==> config.mk <==
export PLATFORM = sky130hd
export DESIGN_NAME = fetch_flat
export DESIGN_NICKNAME = d
export VERILOG_FILES = /design/src/rtl/fetch_pkg.sv /design/src/rtl/fetch_if.sv /design/src/rtl/fetch_skid.sv /design/src/rtl/fetch.sv /design/src/flat_wrapper.sv
export SDC_FILE = /design/constraint.sdc
export NUM_CORES = 1
export LEC_CHECK = 0
export ABC_CLOCK_PERIOD_IN_PS = 3200
export CELL_PAD_IN_SITES_DETAIL_PLACEMENT = 1
export CELL_PAD_IN_SITES_GLOBAL_PLACEMENT = 2
export CORE_UTILIZATION = 32
export CTS_CLUSTER_DIAMETER = 30
export DETAILED_ROUTE_END_ITERATION = 10
export PLACE_DENSITY_LB_ADDON = 0.1
export SYNTH_ARGS = -nofsm -noshare
export SYNTH_HDL_FRONTEND = slang
export SYNTH_SLANG_ARGS = --single-unit
==> constraint.sdc <==
create_clock -name i_clk -period 3.2 [get_ports i_clk]
set_input_delay 0.48 -clock i_clk [delete_from_list [all_inputs] [get_ports i_clk]]
set_output_delay 0.48 -clock i_clk [all_outputs]
set_load 0.05 [all_outputs]
==> src/rtl/fetch_pkg.sv <==
// Shared types and constants for the instruction-fetch stage.
package fetch_pkg;

    localparam int unsigned XLEN       = 32;
    localparam int unsigned INST_BYTES = 4;
    localparam logic [XLEN-1:0] NOP_INST = 32'h0000_0033;

    typedef enum logic [1:0] {
        S_BOOT = 2'd0,
        S_RUN  = 2'd1,
        S_HALT = 2'd2
    } fetch_state_e;

    // One IF/ID slot: fetched instruction word and the PC it came from
    typedef struct packed {
        logic [XLEN-1:0] inst;
        logic [XLEN-1:0] pc;
    } ifid_entry_t;

    function automatic logic [XLEN-1:0] word_align(input logic [XLEN-1:0] addr);
        return {addr[XLEN-1:2], 2'b00};
    endfunction

endpackage

==> src/rtl/fetch_if.sv <==
// Fetch stage connections: instruction memory port plus decode/execute side.
interface fetch_if;
    import fetch_pkg::*;

    logic            o_imem_ren;
    logic [XLEN-1:0] o_imem_raddr;
    logic [XLEN-1:0] i_imem_rdata;
    logic            i_hold;
    logic            i_jal;
    logic [XLEN-1:0] i_jal_target;
    logic            i_br_taken;
    logic [XLEN-1:0] i_br_target;
    logic            i_halt;
    logic [XLEN-1:0] o_inst;
    logic [XLEN-1:0] o_pc;
    logic [XLEN-1:0] o_nxt_pc;
    logic            o_vld;
    logic            o_flush;

    modport master (
        output o_imem_ren, o_imem_raddr, o_inst, o_pc, o_nxt_pc, o_vld, o_flush,
        input  i_imem_rdata, i_hold, i_jal, i_jal_target, i_br_taken, i_br_target, i_halt
    );

    modport slave (
        input  o_imem_ren, o_imem_raddr, o_inst, o_pc, o_nxt_pc, o_vld, o_flush,
        output i_imem_rdata, i_hold, i_jal, i_jal_target, i_br_taken, i_br_target, i_halt
    );

endinterface

==> src/rtl/fetch_skid.sv <==
// One-entry {inst,pc} buffer catching memory data that returns while decode stalls.
module fetch_skid
    import fetch_pkg::*;
(
    input  logic        clk_i,
    input  logic        rst_ni,
    input  logic        load_i,
    input  logic        drain_i,
    input  logic        clear_i,
    input  ifid_entry_t data_i,
    output logic        vld_o,
    output ifid_entry_t data_o
);

    logic        vld_q;
    ifid_entry_t data_q;

    // Clear (redirect/halt) wins over a same-cycle load so stale data is dropped
    always_ff @(posedge clk_i or negedge rst_ni) begin
        if (!rst_ni) begin
            vld_q  <= 1'b0;
            data_q <= '0;
        end else begin
            if (clear_i)      vld_q <= 1'b0;
            else if (load_i)  vld_q <= 1'b1;
            else if (drain_i) vld_q <= 1'b0;
            if (load_i && !clear_i) data_q <= data_i;
        end
    end

    assign vld_o  = vld_q;
    assign data_o = data_q;

endmodule

==> src/rtl/fetch.sv <==
// Instruction-fetch stage: PC, synchronous imem requests, IF/ID register with skid and redirect.
module fetch
    import fetch_pkg::*;
#(
    parameter logic [31:0] RESET_ADDR = 32'h0000_0000
) (
    input logic     i_clk,
    input logic     i_rst_n,
    fetch_if.master bus
);

    fetch_state_e    state_q, state_d;
    logic [XLEN-1:0] pc_q, pc_d;
    logic            req_vld_q, req_vld_d;
    logic [XLEN-1:0] req_pc_q, req_pc_d;
    ifid_entry_t     ifid_q, ifid_d;
    logic [XLEN-1:0] nxt_pc_q, nxt_pc_d;
    logic            vld_q, vld_d;
    logic            flush_q, flush_d;

    logic            skid_vld, skid_load, skid_drain, skid_clear;
    ifid_entry_t     skid_data, ret_entry;
    logic            redirect, halting, imem_ren;
    logic [XLEN-1:0] redirect_target;

    assign redirect        = (state_q == S_RUN) && (bus.i_br_taken || bus.i_jal);
    assign halting         = ((state_q == S_RUN) && bus.i_halt) || (state_q == S_HALT);
    assign imem_ren        = (state_q == S_RUN) && !bus.i_hold && !redirect && !skid_vld;
    // Execute-stage branch belongs to the older instruction, so it beats a decode jump
    assign redirect_target = word_align(bus.i_br_taken ? bus.i_br_target : bus.i_jal_target);
    assign ret_entry       = '{inst: bus.i_imem_rdata, pc: req_pc_q};

    fetch_skid u_skid (
        .clk_i   (i_clk),
        .rst_ni  (i_rst_n),
        .load_i  (skid_load),
        .drain_i (skid_drain),
        .clear_i (skid_clear),
        .data_i  (ret_entry),
        .vld_o   (skid_vld),
        .data_o  (skid_data)
    );

    always_comb begin
        state_d    = state_q;
        pc_d       = pc_q;
        req_vld_d  = 1'b0;
        req_pc_d   = req_pc_q;
        ifid_d     = ifid_q;
        nxt_pc_d   = nxt_pc_q;
        vld_d      = vld_q;
        flush_d    = 1'b0;
        skid_load  = 1'b0;
        skid_drain = 1'b0;
        skid_clear = 1'b0;

        case (state_q)
            S_BOOT:  state_d = S_RUN;
            S_RUN:   if (bus.i_halt) state_d = S_HALT;
            default: state_d = state_q;
        endcase

        if (imem_ren) begin
            req_vld_d = 1'b1;
            req_pc_d  = pc_q;
            pc_d      = pc_q + XLEN'(INST_BYTES);
        end

        // Priority: halt > redirect > hold > normal advance
        if (halting) begin
            req_vld_d   = 1'b0;
            skid_clear  = 1'b1;
            vld_d       = 1'b0;
            ifid_d.inst = NOP_INST;
        end else if (redirect) begin
            pc_d        = redirect_target;
            req_vld_d   = 1'b0;
            skid_clear  = 1'b1;
            vld_d       = 1'b0;
            ifid_d.inst = NOP_INST;
            flush_d     = 1'b1;
        end else if (!bus.i_hold) begin
            if (skid_vld) begin
                ifid_d     = skid_data;
                nxt_pc_d   = skid_data.pc + XLEN'(INST_BYTES);
                vld_d      = 1'b1;
                skid_drain = 1'b1;
            end else if (req_vld_q) begin
                ifid_d   = ret_entry;
                nxt_pc_d = req_pc_q + XLEN'(INST_BYTES);
                vld_d    = 1'b1;
            end else begin
                vld_d       = 1'b0;
                ifid_d.inst = NOP_INST;
            end
        end else if (req_vld_q) begin
            skid_load = 1'b1;
        end
    end

    always_ff @(posedge i_clk or negedge i_rst_n) begin
        if (!i_rst_n) begin
            state_q   <= S_BOOT;
            pc_q      <= RESET_ADDR;
            req_vld_q <= 1'b0;
            req_pc_q  <= RESET_ADDR;
            ifid_q    <= '{inst: NOP_INST, pc: RESET_ADDR};
            nxt_pc_q  <= RESET_ADDR + XLEN'(INST_BYTES);
            vld_q     <= 1'b0;
            flush_q   <= 1'b0;
        end else begin
            state_q   <= state_d;
            pc_q      <= pc_d;
            req_vld_q <= req_vld_d;
            req_pc_q  <= req_pc_d;
            ifid_q    <= ifid_d;
            nxt_pc_q  <= nxt_pc_d;
            vld_q     <= vld_d;
            flush_q   <= flush_d;
        end
    end

    assign bus.o_imem_ren   = imem_ren;
    assign bus.o_imem_raddr = pc_q;
    assign bus.o_inst       = ifid_q.inst;
    assign bus.o_pc         = ifid_q.pc;
    assign bus.o_nxt_pc     = nxt_pc_q;
    assign bus.o_vld        = vld_q;
    assign bus.o_flush      = flush_q;

endmodule

==> src/flat_wrapper.sv <==
// flat-port wrapper written by rule: the top's interface ports become plain ports
module fetch_flat import fetch_pkg::*;
#(
    parameter logic [31:0] RESET_ADDR = 32'h0000_0000
)
  (i_clk, i_rst_n, bus_o_imem_ren, bus_o_imem_raddr, bus_o_inst, bus_o_pc, bus_o_nxt_pc, bus_o_vld, bus_o_flush, bus_i_imem_rdata, bus_i_hold, bus_i_jal, bus_i_jal_target, bus_i_br_taken, bus_i_br_target, bus_i_halt);
  fetch_if bus_i ();
  input logic i_clk;
  input logic i_rst_n;
  output wire logic [$bits(bus_i.o_imem_ren)-1:0] bus_o_imem_ren;
  output wire logic [$bits(bus_i.o_imem_raddr)-1:0] bus_o_imem_raddr;
  output wire logic [$bits(bus_i.o_inst)-1:0] bus_o_inst;
  output wire logic [$bits(bus_i.o_pc)-1:0] bus_o_pc;
  output wire logic [$bits(bus_i.o_nxt_pc)-1:0] bus_o_nxt_pc;
  output wire logic [$bits(bus_i.o_vld)-1:0] bus_o_vld;
  output wire logic [$bits(bus_i.o_flush)-1:0] bus_o_flush;
  input wire logic [$bits(bus_i.i_imem_rdata)-1:0] bus_i_imem_rdata;
  input wire logic [$bits(bus_i.i_hold)-1:0] bus_i_hold;
  input wire logic [$bits(bus_i.i_jal)-1:0] bus_i_jal;
  input wire logic [$bits(bus_i.i_jal_target)-1:0] bus_i_jal_target;
  input wire logic [$bits(bus_i.i_br_taken)-1:0] bus_i_br_taken;
  input wire logic [$bits(bus_i.i_br_target)-1:0] bus_i_br_target;
  input wire logic [$bits(bus_i.i_halt)-1:0] bus_i_halt;
  assign bus_o_imem_ren = bus_i.o_imem_ren;
  assign bus_o_imem_raddr = bus_i.o_imem_raddr;
  assign bus_o_inst = bus_i.o_inst;
  assign bus_o_pc = bus_i.o_pc;
  assign bus_o_nxt_pc = bus_i.o_nxt_pc;
  assign bus_o_vld = bus_i.o_vld;
  assign bus_o_flush = bus_i.o_flush;
  assign bus_i.i_imem_rdata = bus_i_imem_rdata;
  assign bus_i.i_hold = bus_i_hold;
  assign bus_i.i_jal = bus_i_jal;
  assign bus_i.i_jal_target = bus_i_jal_target;
  assign bus_i.i_br_taken = bus_i_br_taken;
  assign bus_i.i_br_target = bus_i_br_target;
  assign bus_i.i_halt = bus_i_halt;
  fetch #(.RESET_ADDR(RESET_ADDR)) u_core (.i_clk(i_clk), .i_rst_n(i_rst_n), .bus(bus_i));
endmodule
==> metrics.txt, run 1 <==
# TYPE chip_impl_metric gauge
chip_impl_metric{name="ys_ff_latch",unit=""} 220
chip_impl_metric{name="routedWlPerCell",unit="um"} 17.62
chip_impl_metric{name="setup-tns-final",unit="ps"} 0
chip_impl_metric{name="xor_xnor_share_of_the_synthesized_area",unit=""} 0.02979
chip_impl_info{name="run_status",value="finished, final reports clean"} 1
chip_impl_metric{name="synth.cell_area",unit="sq um"} 10580
chip_impl_metric{name="syn_to_final_growth",unit="%"} 45.76
chip_impl_info{name="critical_path.reg2reg.startpoint",value="u_core.u_skid.vld_o$_DFFE_PN0P_"} 1
chip_impl_metric{name="seq_power_share",unit=""} 0.302
chip_impl_metric{name="netSwitchingFraction",unit=""} 0.2651
chip_impl_metric{name="initialDrtViolationCount",unit=""} 299
chip_impl_metric{name="synth.top_cell.area_share",unit=""} 0.5084
chip_impl_metric{name="drt_wl_total",unit="um"} 31570
chip_impl_metric{name="power.density_cell_area",unit="nW/um^2"} 683.1
chip_impl_metric{name="fp.dieW",unit="um"} 183.9
chip_impl_metric{name="power_frac_comb",unit=""} 0.120
chip_impl_metric{name="compound_gate_portion_of_the_synthesized_area",unit=""} 0.1341
chip_impl_metric{name="timing_hold_violations_final",unit=""} 0
chip_impl_info{name="post-synth-top-count-cell",value="sky130_fd_sc_hd__dfrtp_1"} 1
chip_impl_metric{name="num-fill-cells",unit=""} 3566
chip_impl_metric{name="synth_adder_area_share",unit=""} 0.002365
chip_impl_metric{name="final_total_pwr",unit="mW"} 10.54
chip_impl_metric{name="start_util",unit=""} 0.3253
chip_impl_metric{name="cts_buffers",unit=""} 57
chip_impl_info{name="critical_path.reg2reg.endpoint",value="u_core.bus.o_nxt_pc[26]$_DFFE_PN0P_"} 1
chip_impl_metric{name="ctsLongestPathBuffers",unit=""} 3
chip_impl_metric{name="finalHoldWorstSlack",unit="ps"} 472.7
chip_impl_metric{name="worst-r2r-setup-slack",unit="ps"} 420
chip_impl_metric{name="avgViaCountPerCell",unit=""} 4.917
chip_impl_metric{name="timing.reg2reg.worst_path_depth",unit=""} 7
chip_impl_metric{name="vias",unit=""} 8811
chip_impl_metric{name="worstHoldPathCells",unit=""} 2
chip_impl_info{name="tritoncts",value="yes"} 1
chip_impl_metric{name="cts-resized-gates",unit=""} 0
chip_impl_metric{name="dieHeight",unit="um"} 183.9
chip_impl_metric{name="clock_period_minus_final_worst_setup_slack",unit="ps"} 2777
chip_impl_metric{name="globalRouteOverflowTotal",unit=""} 0
chip_impl_metric{name="cts.repair_timing.setup_buffer_count",unit=""} 0
chip_impl_metric{name="syn_avg_cell_area",unit="sq um"} 10.02
chip_impl_metric{name="clk_latency",unit="ps"} 570
chip_impl_metric{name="initial_antenna_violation_count",unit=""} 0
chip_impl_metric{name="ir_worst_vdd",unit="uV"} 382.6
chip_impl_info{name="cp-end-kind",value="register"} 1
chip_impl_info{name="netlist_top_cells_count",value="sky130_fd_sc_hd__dfrtp_1, sky130_fd_sc_hd__nand2_1, sky130_fd_sc_hd__mux2_2"} 1
chip_impl_metric{name="final.period_utilization",unit=""} 0.8678
chip_impl_metric{name="timing.critical_path.required",unit="ps"} 3690
chip_impl_info{name="worstHoldEndpoint",value="u_core.bus.o_nxt_pc[24]$_DFFE_PN0P_"} 1
chip_impl_metric{name="skew",unit="ps"} 20.99
chip_impl_info{name="yosys_most_used_dff",value="sky130_fd_sc_hd__dfrtp_1"} 1
chip_impl_info{name="synth_top_family_by_area",value="simple AND/OR/NAND/NOR gates"} 1
chip_impl_info{name="clock_root_buffer_master",value="sky130_fd_sc_hd__clkbuf_16"} 1
chip_impl_metric{name="net-switching-power",unit="mW"} 2.793
chip_impl_metric{name="max_cap_violations",unit=""} 0
chip_impl_info{name="synth_largest_area_cell",value="sky130_fd_sc_hd__dfrtp_1"} 1
chip_impl_metric{name="global_route.usage.total",unit=""} 0.1927
chip_impl_info{name="hp-class",value="register to register"} 1
chip_impl_metric{name="asyncSetResetFlopFracSynth",unit=""} 1.000
chip_impl_metric{name="first_global_vias",unit=""} 9103
chip_impl_metric{name="diodes",unit=""} 0
chip_impl_metric{name="edff_count_synth",unit=""} 0
chip_impl_metric{name="yosysUniqueCellTypes",unit=""} 60
chip_impl_metric{name="placed_cells_incl_taps",unit=""} 1684
chip_impl_metric{name="worst-path-max-fanout",unit=""} 24
chip_impl_metric{name="antenna_left",unit=""} 0
chip_impl_metric{name="grt_max_degree",unit=""} 84
chip_impl_metric{name="post_layout_nonfiller_instances",unit=""} 1792
chip_impl_metric{name="fp.dieArea",unit="sq um"} 33800
chip_impl_metric{name="setup_viol",unit=""} 0
chip_impl_metric{name="gpl_congestion",unit=""} 0.7687
chip_impl_metric{name="cp.arrival",unit="ps"} 3270
chip_impl_metric{name="portBuffers",unit=""} 222
chip_impl_info{name="worst_setup_path_start_kind",value="register"} 1
chip_impl_metric{name="htree_num_levels",unit=""} 2
chip_impl_metric{name="synth-warning-count",unit=""} 0
chip_impl_metric{name="grt_pass1_wl",unit="um"} 50980
chip_impl_metric{name="post-route-drc-count",unit=""} 0
chip_impl_metric{name="synth_sequential_area_ratio",unit=""} 0.5208
chip_impl_metric{name="yosys-mux-area-fraction",unit=""} 0.1012
chip_impl_metric{name="synth_simple_gate_area_frac",unit=""} 0.1795
chip_impl_info{name="unrepaired_setup_endpoints_after_global_routing",value="false"} 1
chip_impl_metric{name="max_clock_freq",unit="GHz"} 0.3601
chip_impl_metric{name="max-slew-margin-rel",unit=""} 0.4091
chip_impl_info{name="hold_start",value="u_core.bus.o_nxt_pc[24]$_DFFE_PN0P_"} 1
chip_impl_metric{name="total_area_of_multi_input_combinational_cells",unit="sq um"} 4772
chip_impl_metric{name="detailed_placer_s_ending_hpwl",unit="um"} 21720
chip_impl_metric{name="synthCells",unit=""} 1056
chip_impl_metric{name="worstMarginPinSlew",unit="ps"} 886.3
chip_impl_metric{name="clk_pin_slew",unit="ps"} 50
chip_impl_metric{name="number_of_iterations_in_the_first_detailed_routing_pass",unit=""} 6
chip_impl_metric{name="sequential_standard_cell_area",unit="sq um"} 5515
chip_impl_metric{name="core_area",unit="sq um"} 32540
chip_impl_metric{name="clock_sinks",unit=""} 220
chip_impl_metric{name="report.final.slew_viol_count",unit=""} 0
chip_impl_metric{name="p_leak",unit="nW"} 6.571
chip_impl_metric{name="internal-power",unit="mW"} 7.743
chip_impl_metric{name="nets",unit=""} 1406
chip_impl_metric{name="clkPwrFrac",unit=""} 0.578
chip_impl_metric{name="drive_gt1_frac",unit=""} 0.1652
chip_impl_info{name="ys_top_cells_by_area",value="sky130_fd_sc_hd__dfrtp_1, sky130_fd_sc_hd__mux2_2, sky130_fd_sc_hd__nand2_1"} 1
chip_impl_info{name="setup.worst_path.class",value="register to register"} 1
chip_impl_metric{name="ios",unit=""} 233
chip_impl_metric{name="placement_rows",unit=""} 66
[worst max-delay path, cell delays in order (launching register included)]
cell,delay (ps)
sky130_fd_sc_hd__dfrtp_4,610
sky130_fd_sc_hd__mux2_2,300
sky130_fd_sc_hd__ha_1,270
sky130_fd_sc_hd__nand4b_1,160
sky130_fd_sc_hd__o22ai_2,440
sky130_fd_sc_hd__nand4_1,280
sky130_fd_sc_hd__or4_1,550
sky130_fd_sc_hd__nand3_1,90
[kinds of logic (layout without fill, tap and decap cells)]
family | after synthesis | in the layout
muxes | 98 | 98
DFF | 220 | 220
and+or+nand+nor | 401 | 401
AOI/OAI and AO/OA | 220 | 220
buffers and inverters | 78 | 367
xor gates and xnor gates | 36 | 36
adders and majority gates | 2 | 2
other | 1 | 6
[flip-flops by register name, indices dropped and copies added (netlist names)]
signal and flops:
u_core.bus.o_flush 1, u_core.bus.o_imem_raddr 30, u_core.bus.o_inst 32, u_core.bus.o_nxt_pc 30
u_core.bus.o_pc 30, u_core.bus.o_vld 1, u_core.req_pc_q 30, u_core.req_vld_q 1
u_core.state_q 2, u_core.u_skid.data_o 62, u_core.u_skid.vld_o 1
[per-stage QoR]
stage	area [sq um]	util	setup WS, ps
floorplan	10600	-	381.8
global placement	13340	0.4100	438.1
detailed placement	13340	0.4100	392.2
CTS	15420	0.4741	386.6
global route	15420	0.4741	175.0
finish	15420	0.4741	423.2
[repair_timing]
item                                    in CTS  in global routing
endpoints found under the hold margin       78                  0
endpoints found under the setup margin       0                  0
hold buffers                                 1                  0
[cell usage in the layout, fill, tap and decap left out, types with 11 or more instances in the layout]
master and n:
sky130_fd_sc_hd__a211oi_1 29, sky130_fd_sc_hd__a21oi_1 54, sky130_fd_sc_hd__a22oi_1 29, sky130_fd_sc_hd__buf_4 27, sky130_fd_sc_hd__bufinv_16 11, sky130_fd_sc_hd__clkbuf_16 58
sky130_fd_sc_hd__clkdlybuf4s50_1 218, sky130_fd_sc_hd__clkinv_2 11, sky130_fd_sc_hd__dfrtp_1 214, sky130_fd_sc_hd__mux2_2 72, sky130_fd_sc_hd__mux2i_1 26, sky130_fd_sc_hd__nand2_1 186
sky130_fd_sc_hd__nand3_1 32, sky130_fd_sc_hd__nand4_1 14, sky130_fd_sc_hd__nor2_1 67, sky130_fd_sc_hd__nor2b_1 30, sky130_fd_sc_hd__nor4_1 12, sky130_fd_sc_hd__o21ai_0 51
sky130_fd_sc_hd__xnor2_1 26
[cell type report]
class	count	area share
inverters	8	0.001947
flip-flops and latches	220	0.3576
clock inverters	35	0.03310
clock buffers	72	0.1014
multi-input cells	763	0.3094
well taps	442	0.03585
repair buffers	252	0.1608
[metal layers]
metal	vias up	global-route usage	wire length, um
li1	4263	-	-
met1	4259	0.2759	15580
met2	235	0.2771	13210
met3	54	0.05329	2094
met4	0	0.06500	692
met5	-	0	0
[worst max path at each step]
stage,from,endpoint,slack (ps),depth (start not counted)
CTS,u_core.u_skid.vld_o$_DFFE_PN0P_,u_core.bus.o_nxt_pc[26]$_DFFE_PN0P_,390,7
finish,u_core.u_skid.vld_o$_DFFE_PN0P_,u_core.bus.o_nxt_pc[26]$_DFFE_PN0P_,420,7
global route,u_core.u_skid.vld_o$_DFFE_PN0P_,u_core.bus.o_nxt_pc[28]$_DFFE_PN0P_,180,7
floorplan,u_core.u_skid.vld_o$_DFFE_PN0P_,u_core.bus.o_nxt_pc[24]$_DFFE_PN0P_,380,12
global placement,bus_i_jal,u_core.u_skid.data_o[57]$_DFFE_PN0P_,440,7
detailed placement,bus_i_jal,u_core.u_skid.data_o[39]$_DFFE_PN0P_,390,7
[power groups by stage]
stage	clock, mW	sequential, mW	combinational (mW)
final	6.09	3.18	1.26
after floorplan	0	3.53	0.350
after CTS	6.21	3.18	1.28
after global routing	6.35	3.21	1.36
after detailed placement	0	3.22	1.27
after global placement	0	3.22	1.27
Note: power is estimated with default switching activity, not from simulation.
==> run 2, diff against run 1 <==
- CORE_ASPECT_RATIO: not set -> 1.25
- CORE_UTILIZATION: 32 -> 25
- SLEW_MARGIN: not set -> 0
==> run 2 against run 1 <==
Clock power down 4.6%; combinational power about the same; register-to-register slack got worse by 50 ps; clock skew barely moved; worst hold slack got worse by 95 ps; design area is 0.11% higher; setup slack got worse by 49 ps; critical path depth down 1; via count is 1.1% lower; cell count rose by 5.7%; core utilization is 10 points lower; global-route usage down 3.3 points; critical path type unchanged.
==> metrics.txt, run 2 (synthesis gave the netlist of run 1 again) <==
# TYPE chip_impl_metric gauge
chip_impl_metric{name="fp.dieArea",unit="sq um"} 43160
chip_impl_metric{name="largest_register_ff_count",unit=""} 62
chip_impl_metric{name="clock_period_minus_final_worst_setup_slack",unit="ps"} 2825
chip_impl_metric{name="initial_antenna_violation_count",unit=""} 0
chip_impl_metric{name="dieHeight",unit="um"} 232.0
chip_impl_info{name="gr-max-usage-layer",value="met2"} 1
chip_impl_metric{name="gr-usage-met2",unit=""} 0.2448
chip_impl_info{name="path_cells",value="buf_4 -> mux2i_1 -> a2111o_1 -> or2_1 -> o31a_1 -> o31ai_1"} 1
chip_impl_metric{name="max_clock_freq",unit="GHz"} 0.3539
chip_impl_metric{name="ios",unit=""} 233
chip_impl_metric{name="report.final.slew_viol_count",unit=""} 0
chip_impl_metric{name="placement_rows",unit=""} 83
chip_impl_metric{name="post-route-drc-count",unit=""} 0
chip_impl_metric{name="worstMarginPinSlew",unit="ps"} 744.7
chip_impl_metric{name="clk_pin_slew",unit="ps"} 50
chip_impl_metric{name="p_leak",unit="nW"} 6.532
chip_impl_info{name="critPathSlowestCell",value="sky130_fd_sc_hd__dfrtp_4"} 1
chip_impl_metric{name="clk_latency",unit="ps"} 550
chip_impl_metric{name="vias",unit=""} 8718
chip_impl_metric{name="num-fill-cells",unit=""} 4591
chip_impl_metric{name="setup_viol",unit=""} 0
chip_impl_metric{name="portBuffers",unit=""} 222
chip_impl_metric{name="syn_to_final_growth",unit="%"} 45.92
chip_impl_info{name="run_status",value="finished, final reports clean"} 1
chip_impl_metric{name="initialDrtViolationCount",unit=""} 353
chip_impl_metric{name="timing.critical_path.required",unit="ps"} 3650
chip_impl_metric{name="cts_buffers",unit=""} 54
chip_impl_metric{name="ctsLongestPathBuffers",unit=""} 3
chip_impl_metric{name="ir_worst_vdd",unit="uV"} 424.6
chip_impl_info{name="clock_root_buffer_master",value="sky130_fd_sc_hd__clkbuf_16"} 1
chip_impl_metric{name="cts-resized-gates",unit=""} 0
chip_impl_info{name="tritoncts",value="yes"} 1
chip_impl_metric{name="first_global_vias",unit=""} 9159
chip_impl_info{name="final_cell_mix",value="sky130_fd_sc_hd__clkdlybuf4s50_1, sky130_fd_sc_hd__dfrtp_1, sky130_fd_sc_hd__nand2_1"} 1
chip_impl_metric{name="grt_pass1_wl",unit="um"} 53520
chip_impl_metric{name="critical_path.max_stage_delay",unit="ps"} 660
chip_impl_metric{name="nets",unit=""} 1404
chip_impl_metric{name="max_cap_violations",unit=""} 0
chip_impl_metric{name="pre_cts_slack",unit="ps"} 282.7
chip_impl_metric{name="antenna_left",unit=""} 0
chip_impl_metric{name="fp.dieW",unit="um"} 186.0
chip_impl_metric{name="number_of_iterations_in_the_first_detailed_routing_pass",unit=""} 4
chip_impl_metric{name="detailed_placer_s_ending_hpwl",unit="um"} 23540
chip_impl_metric{name="start_util",unit=""} 0.2554
chip_impl_info{name="setup.worst_path.class",value="register to register"} 1
chip_impl_info{name="most_common_cell_after_layout_fill_and_taps_aside",value="sky130_fd_sc_hd__clkdlybuf4s50_1"} 1
chip_impl_metric{name="avgViaCountPerCell",unit=""} 4.603
chip_impl_metric{name="core_area",unit="sq um"} 41440
chip_impl_metric{name="routedWlPerCell",unit="um"} 17.76
chip_impl_metric{name="drive_gt1_frac",unit=""} 0.1572
chip_impl_metric{name="global_route.usage.met1",unit=""} 0.2204
chip_impl_metric{name="clock_sinks",unit=""} 220
chip_impl_info{name="worst_setup_path_start_kind",value="register"} 1
chip_impl_metric{name="global_route.usage.total",unit=""} 0.1594
chip_impl_metric{name="drt_wl_total",unit="um"} 33640
chip_impl_metric{name="diodes",unit=""} 0
chip_impl_info{name="hp-class",value="input port to register"} 1
chip_impl_metric{name="max-slew-margin-rel",unit=""} 0.5035
chip_impl_metric{name="cp.arrival",unit="ps"} 3270
chip_impl_metric{name="setup_slack",unit="ps"} 374.6
chip_impl_metric{name="gpl_congestion",unit=""} 0.7564
chip_impl_metric{name="power.density_cell_area",unit="nW/um^2"} 664.6
chip_impl_metric{name="skew",unit="ps"} 21.09
chip_impl_metric{name="globalRouteOverflowTotal",unit=""} 0
chip_impl_metric{name="grt_max_degree",unit=""} 75
chip_impl_metric{name="setup-tns-final",unit="ps"} 0
chip_impl_metric{name="met3_usage",unit=""} 0.03701
chip_impl_info{name="cp-end-kind",value="register"} 1
chip_impl_metric{name="timing_hold_violations_final",unit=""} 0
chip_impl_metric{name="htree_num_levels",unit=""} 2
chip_impl_metric{name="final_total_pwr",unit="mW"} 10.26
chip_impl_info{name="unrepaired_setup_endpoints_after_global_routing",value="false"} 1
chip_impl_metric{name="worst-path-max-fanout",unit=""} 45
chip_impl_metric{name="final.period_utilization",unit=""} 0.8829
chip_impl_metric{name="layout.core_utilization",unit=""} 0.3727
-- run 2: cell count changes in the layout (fill, tap and decap cells not counted), sizes merged --
| cell | delta |
|---|---|
| clkinv | -6 |
| clkinvlp | -6 |
| clkbuf | +3 |
| buf | +1 |
-- run 2: path summary, 6_finish.rpt --
kind	from	endpoint	slack (ps)	depth (start not counted)
worst min-delay path	bus_i_br_taken	u_core.req_pc_q[5]$_DFFE_PN0N_	380	4
min in group asynchronous	i_rst_n	u_core.bus.o_nxt_pc[8]$_DFFE_PN0P_	480	2
worst min register to register	u_core.bus.o_nxt_pc[29]$_DFFE_PN0P_	u_core.bus.o_nxt_pc[29]$_DFFE_PN0P_	470	2
max in group asynchronous	i_rst_n	u_core.u_skid.data_o[35]$_DFFE_PN0P_	1880	3
worst max register to register	u_core.u_skid.vld_o$_DFFE_PN0P_	u_core.bus.o_nxt_pc[31]$_DFFE_PN0P_	370	6
worst max-delay path	u_core.u_skid.vld_o$_DFFE_PN0P_	u_core.bus.o_nxt_pc[31]$_DFFE_PN0P_	370	6
-- run 2: what timing repair did --
item | CTS | global route
endpoints found under the setup margin | 0 | 0
setup buffers | 0 | 0
hold endpoints to repair | 59 | 0
hold buffers | 1 | 0
-- run 2: metrics by stage --
| step | std cells | hold slack [ps] | cell area (sq um) |
|---|---|---|---|
| final | 1894 | 377.3 | 15440 |
| after detailed placement | 1795 | 471.1 | 13500 |
| after global placement | 1795 | 465.4 | 13500 |
| after global routing | 1894 | 410.4 | 15440 |
| after CTS | 1894 | 357.6 | 15440 |
| after floorplan | 1061 | 184.4 | 10600 |
-- run 2: area by class of cell --
cell class | count | area (sq um) | area share
flip-flops and latches | 220 | 5515 | 0.3572
multi-input cells | 763 | 4772 | 0.3090
clock inverters | 23 | 402.9 | 0.02609
inverters | 8 | 30.03 | 0.001945
clock buffers | 75 | 1531 | 0.09917
well taps | 552 | 690.7 | 0.04473
repair buffers | 253 | 2500 | 0.1619
-- run 2: routing by layer --
metal	wire length (um)	vias up	part of all wire
met2	15140	214	0.45
met3	1827	52	0.054
li1	-	4257	-
met1	15980	4195	0.47
met5	0	-	0
met4	690	0	0.021
-- run 2: power by group --
group          leakage [nW]  switching (mW)  internal, mW
Sequential             2.96           0.229          2.95
Combinational          2.63           0.801         0.474
Clock                 0.945            1.64          4.17
-- run 2: critical path: cells and delay by family, from the launching register on --
| kind | cells | cell delay (ps) |
|---|---|---|
| AND/OR/NAND/NOR | 1 | 240 |
| multiplexers | 1 | 280 |
| AO/OA/AOI/OAI | 3 | 930 |
| buffers and inverters | 1 | 600 |
| flip-flops | 1 | 660 |
==> run 3, diff against run 2 <==
- GPL_TIMING_DRIVEN: not set -> 0
==> run 3 against run 2 <==
Via count up 5.2%; count of clock-buffer cells in the layout grew 14; clock power increased by 17%; sequential power hardly changed; largest cell class unchanged; total power up 9.9%.
==> metrics.txt, run 3 (synthesis gave the netlist of run 1 again) <==
# TYPE chip_impl_metric gauge
chip_impl_metric{name="timing_hold_violations_final",unit=""} 0
chip_impl_metric{name="avgViaCountPerCell",unit=""} 4.689
chip_impl_info{name="worst_setup_path_start_kind",value="input port"} 1
chip_impl_metric{name="ctsLongestPathBuffers",unit=""} 3
chip_impl_metric{name="drive_gt1_frac",unit=""} 0.1518
chip_impl_metric{name="grt_max_degree",unit=""} 94
chip_impl_metric{name="diodes",unit=""} 0
chip_impl_metric{name="clk_pin_slew",unit="ps"} 40
chip_impl_metric{name="global_route.usage.total",unit=""} 0.1761
chip_impl_info{name="crit_start",value="bus_i_br_taken"} 1
chip_impl_metric{name="worst-r2r-setup-slack",unit="ps"} 310
chip_impl_info{name="cp-end-kind",value="register"} 1
chip_impl_info{name="path_cells",value="clkdlybuf4s50_1 -> nor3_1 -> nor2_1 -> nor2_1 -> nand3_2 -> clkbuf_1 -> mux2_2"} 1
chip_impl_info{name="critPathSlowestCell",value="sky130_fd_sc_hd__clkdlybuf4s50_1"} 1
chip_impl_metric{name="cp.arrival",unit="ps"} 3360
chip_impl_metric{name="power.density_cell_area",unit="nW/um^2"} 706.6
chip_impl_metric{name="cts_buffers",unit=""} 66
chip_impl_metric{name="start_util",unit=""} 0.2554
chip_impl_metric{name="pre_cts_slack",unit="ps"} -669.9
chip_impl_metric{name="post-route-drc-count",unit=""} 0
chip_impl_metric{name="fp.dieW",unit="um"} 186.0
chip_impl_metric{name="initial_antenna_violation_count",unit=""} 0
chip_impl_metric{name="ir_worst_vdd",unit="uV"} 327.8
chip_impl_metric{name="nets",unit=""} 1458
chip_impl_metric{name="dieHeight",unit="um"} 232.0
chip_impl_info{name="hp-class",value="input port to async pin"} 1
chip_impl_metric{name="worst-path-max-fanout",unit=""} 10
chip_impl_metric{name="timing.critical_path.required",unit="ps"} 3620
chip_impl_metric{name="antenna_left",unit=""} 0
chip_impl_metric{name="path_buf_inv",unit=""} 2
chip_impl_metric{name="routedWlPerCell",unit="um"} 18.69
chip_impl_metric{name="timing.critical_path.depth",unit=""} 7
chip_impl_metric{name="p_leak",unit="nW"} 6.773
chip_impl_info{name="clock_root_buffer_master",value="sky130_fd_sc_hd__clkbuf_16"} 1
chip_impl_metric{name="vias",unit=""} 9167
chip_impl_metric{name="skew",unit="ps"} 15.00
chip_impl_info{name="final_cell_mix",value="sky130_fd_sc_hd__clkdlybuf4s50_1, sky130_fd_sc_hd__dfrtp_1, sky130_fd_sc_hd__nand2_1"} 1
chip_impl_metric{name="max-slew-margin-rel",unit=""} 0.3181
chip_impl_metric{name="htree_num_levels",unit=""} 3
chip_impl_info{name="critical_path.reg2reg.endpoint",value="u_core.bus.o_nxt_pc[26]$_DFFE_PN0P_"} 1
chip_impl_metric{name="globalRouteOverflowTotal",unit=""} 0
chip_impl_metric{name="layout.core_utilization",unit=""} 0.3853
chip_impl_metric{name="number_of_iterations_in_the_first_detailed_routing_pass",unit=""} 4
chip_impl_metric{name="drt_wl_total",unit="um"} 36540
chip_impl_info{name="run_status",value="finished, final reports clean"} 1
chip_impl_info{name="unrepaired_setup_endpoints_after_global_routing",value="false"} 1
chip_impl_metric{name="portBuffers",unit=""} 221
chip_impl_metric{name="worstMarginPinSlew",unit="ps"} 1016
chip_impl_metric{name="timing.reg2reg.worst_path_depth",unit=""} 11
chip_impl_metric{name="placement_rows",unit=""} 83
chip_impl_metric{name="syn_to_final_growth",unit="%"} 50.88
chip_impl_info{name="timing.critical_path.max_delay_family",value="simple AND/OR/NAND/NOR gates"} 1
chip_impl_metric{name="clock_sinks",unit=""} 220
chip_impl_metric{name="initialDrtViolationCount",unit=""} 385
chip_impl_metric{name="max_clock_freq",unit="GHz"} 0.3394
chip_impl_metric{name="max_cap_violations",unit=""} 0
chip_impl_metric{name="grt_pass1_wl",unit="um"} 58100
chip_impl_metric{name="critical_path.max_stage_delay",unit="ps"} 620
chip_impl_metric{name="largest_register_ff_count",unit=""} 62
chip_impl_metric{name="final.period_utilization",unit=""} 0.9208
chip_impl_metric{name="first_global_vias",unit=""} 9952
chip_impl_metric{name="setup_viol",unit=""} 0
chip_impl_metric{name="setup_slack",unit="ps"} 253.4
chip_impl_metric{name="clk_latency",unit="ps"} 550
chip_impl_info{name="most_common_cell_after_layout_fill_and_taps_aside",value="sky130_fd_sc_hd__clkdlybuf4s50_1"} 1
chip_impl_metric{name="detailed_placer_s_ending_hpwl",unit="um"} 27130
chip_impl_metric{name="core_area",unit="sq um"} 41440
chip_impl_metric{name="report.final.slew_viol_count",unit=""} 0
chip_impl_metric{name="finalHoldWorstSlack",unit="ps"} 442.3
chip_impl_metric{name="fp.dieArea",unit="sq um"} 43160
chip_impl_metric{name="gpl_congestion",unit=""} 0.7400
chip_impl_metric{name="clock_period_minus_final_worst_setup_slack",unit="ps"} 2947
chip_impl_metric{name="ios",unit=""} 233
chip_impl_info{name="setup.worst_path.class",value="input port to register"} 1
chip_impl_info{name="tritoncts",value="yes"} 1
chip_impl_info{name="critical_path.reg2reg.startpoint",value="u_core.u_skid.vld_o$_DFFE_PN0P_"} 1
chip_impl_info{name="timing.critical_path.mode_cell",value="sky130_fd_sc_hd__nor2_1"} 1
[run 3: cell count changes in the layout (fill, tap and decap cells not counted), moves of 2 or more]
cell,before,now
sky130_fd_sc_hd__clkinvlp_4,2,0
sky130_fd_sc_hd__nand3_2,0,2
sky130_fd_sc_hd__buf_16,0,2
sky130_fd_sc_hd__buf_12,4,0
sky130_fd_sc_hd__buf_6,0,4
sky130_fd_sc_hd__clkbuf_1,12,65
sky130_fd_sc_hd__buf_1,0,2
sky130_fd_sc_hd__clkinv_2,8,14
sky130_fd_sc_hd__clkbuf_16,55,69
sky130_fd_sc_hd__buf_4,27,9
[run 3: worst reg2reg max path: cells and delay by family (launching register included)]
kind	cells	cell delay (ps)
and+or+nand+nor	4	1020
buffers and inverters	4	790
DFF	1	310
AOI/OAI and AO/OA	1	260
muxes	1	250
adders and majority gates	1	190
[run 3: repair_timing]
| action | CTS | global route |
|---|---|---|
| hold endpoints to repair | 50 | 0 |
| pin swaps | 4 | 2 |
| endpoints found under the setup margin | 12 | 67 |
| hold buffers | 1 | 0 |
| resized for setup | 11 | 6 |
| buffers inserted | 2 | 0 |
[run 3: how the worst max path moves through the flow]
stage / endpoint / slack [ps]
finish: u_core.u_skid.data_o[11]$_DFFE_PN0P_ / 250
global route: u_core.u_skid.data_o[51]$_DFFE_PN0P_ / 40
CTS: bus_o_imem_ren / 30
detailed placement: u_core.bus.o_nxt_pc[24]$_DFFE_PN0P_ / -670
global placement: u_core.bus.o_inst[3]$_DFFE_PN0P_ / -8780
floorplan: u_core.bus.o_nxt_pc[24]$_DFFE_PN0P_ / 380
[run 3: through the flow]
step	area, sq um	power, mW	TNS [ps]	cells
global placement	13500	4.506	-1946700	1834
detailed placement	13560	4.520	-37210	1836
finish	15970	11.28	0	1955
global route	15970	11.73	0	1955
CTS	15960	11.46	0	1956
floorplan	10600	3.881	0	1061
[run 3: cell type report]
cell class                      count  area, sq um
Fill cell                        4606        25470
Clock inverter                     28        447.9
Timing Repair Buffer              226         2300
Inverter                            8        30.03
Sequential cell                   220         5512
Clock buffer                       89         1872
Tap cell                          552        690.7
Multi-Input combinational cell    763         4795
Buffer                             69        320.3
[run 3: where the power goes]
part           switching [mW]  internal (mW)  total, mW
logic                   0.805          0.476       1.28
clock network            1.82           4.99       6.81
registers               0.233           2.96       3.19
[run 3: layer usage]
layer | vias up | global-route usage | share of wire
met5 | - | 0 | 0
met2 | 219 | 0.2830 | 0.48
li1 | 4378 | - | -
met4 | 0 | 0.05558 | 0.017
met1 | 4524 | 0.2254 | 0.45
met3 | 46 | 0.05129 | 0.058
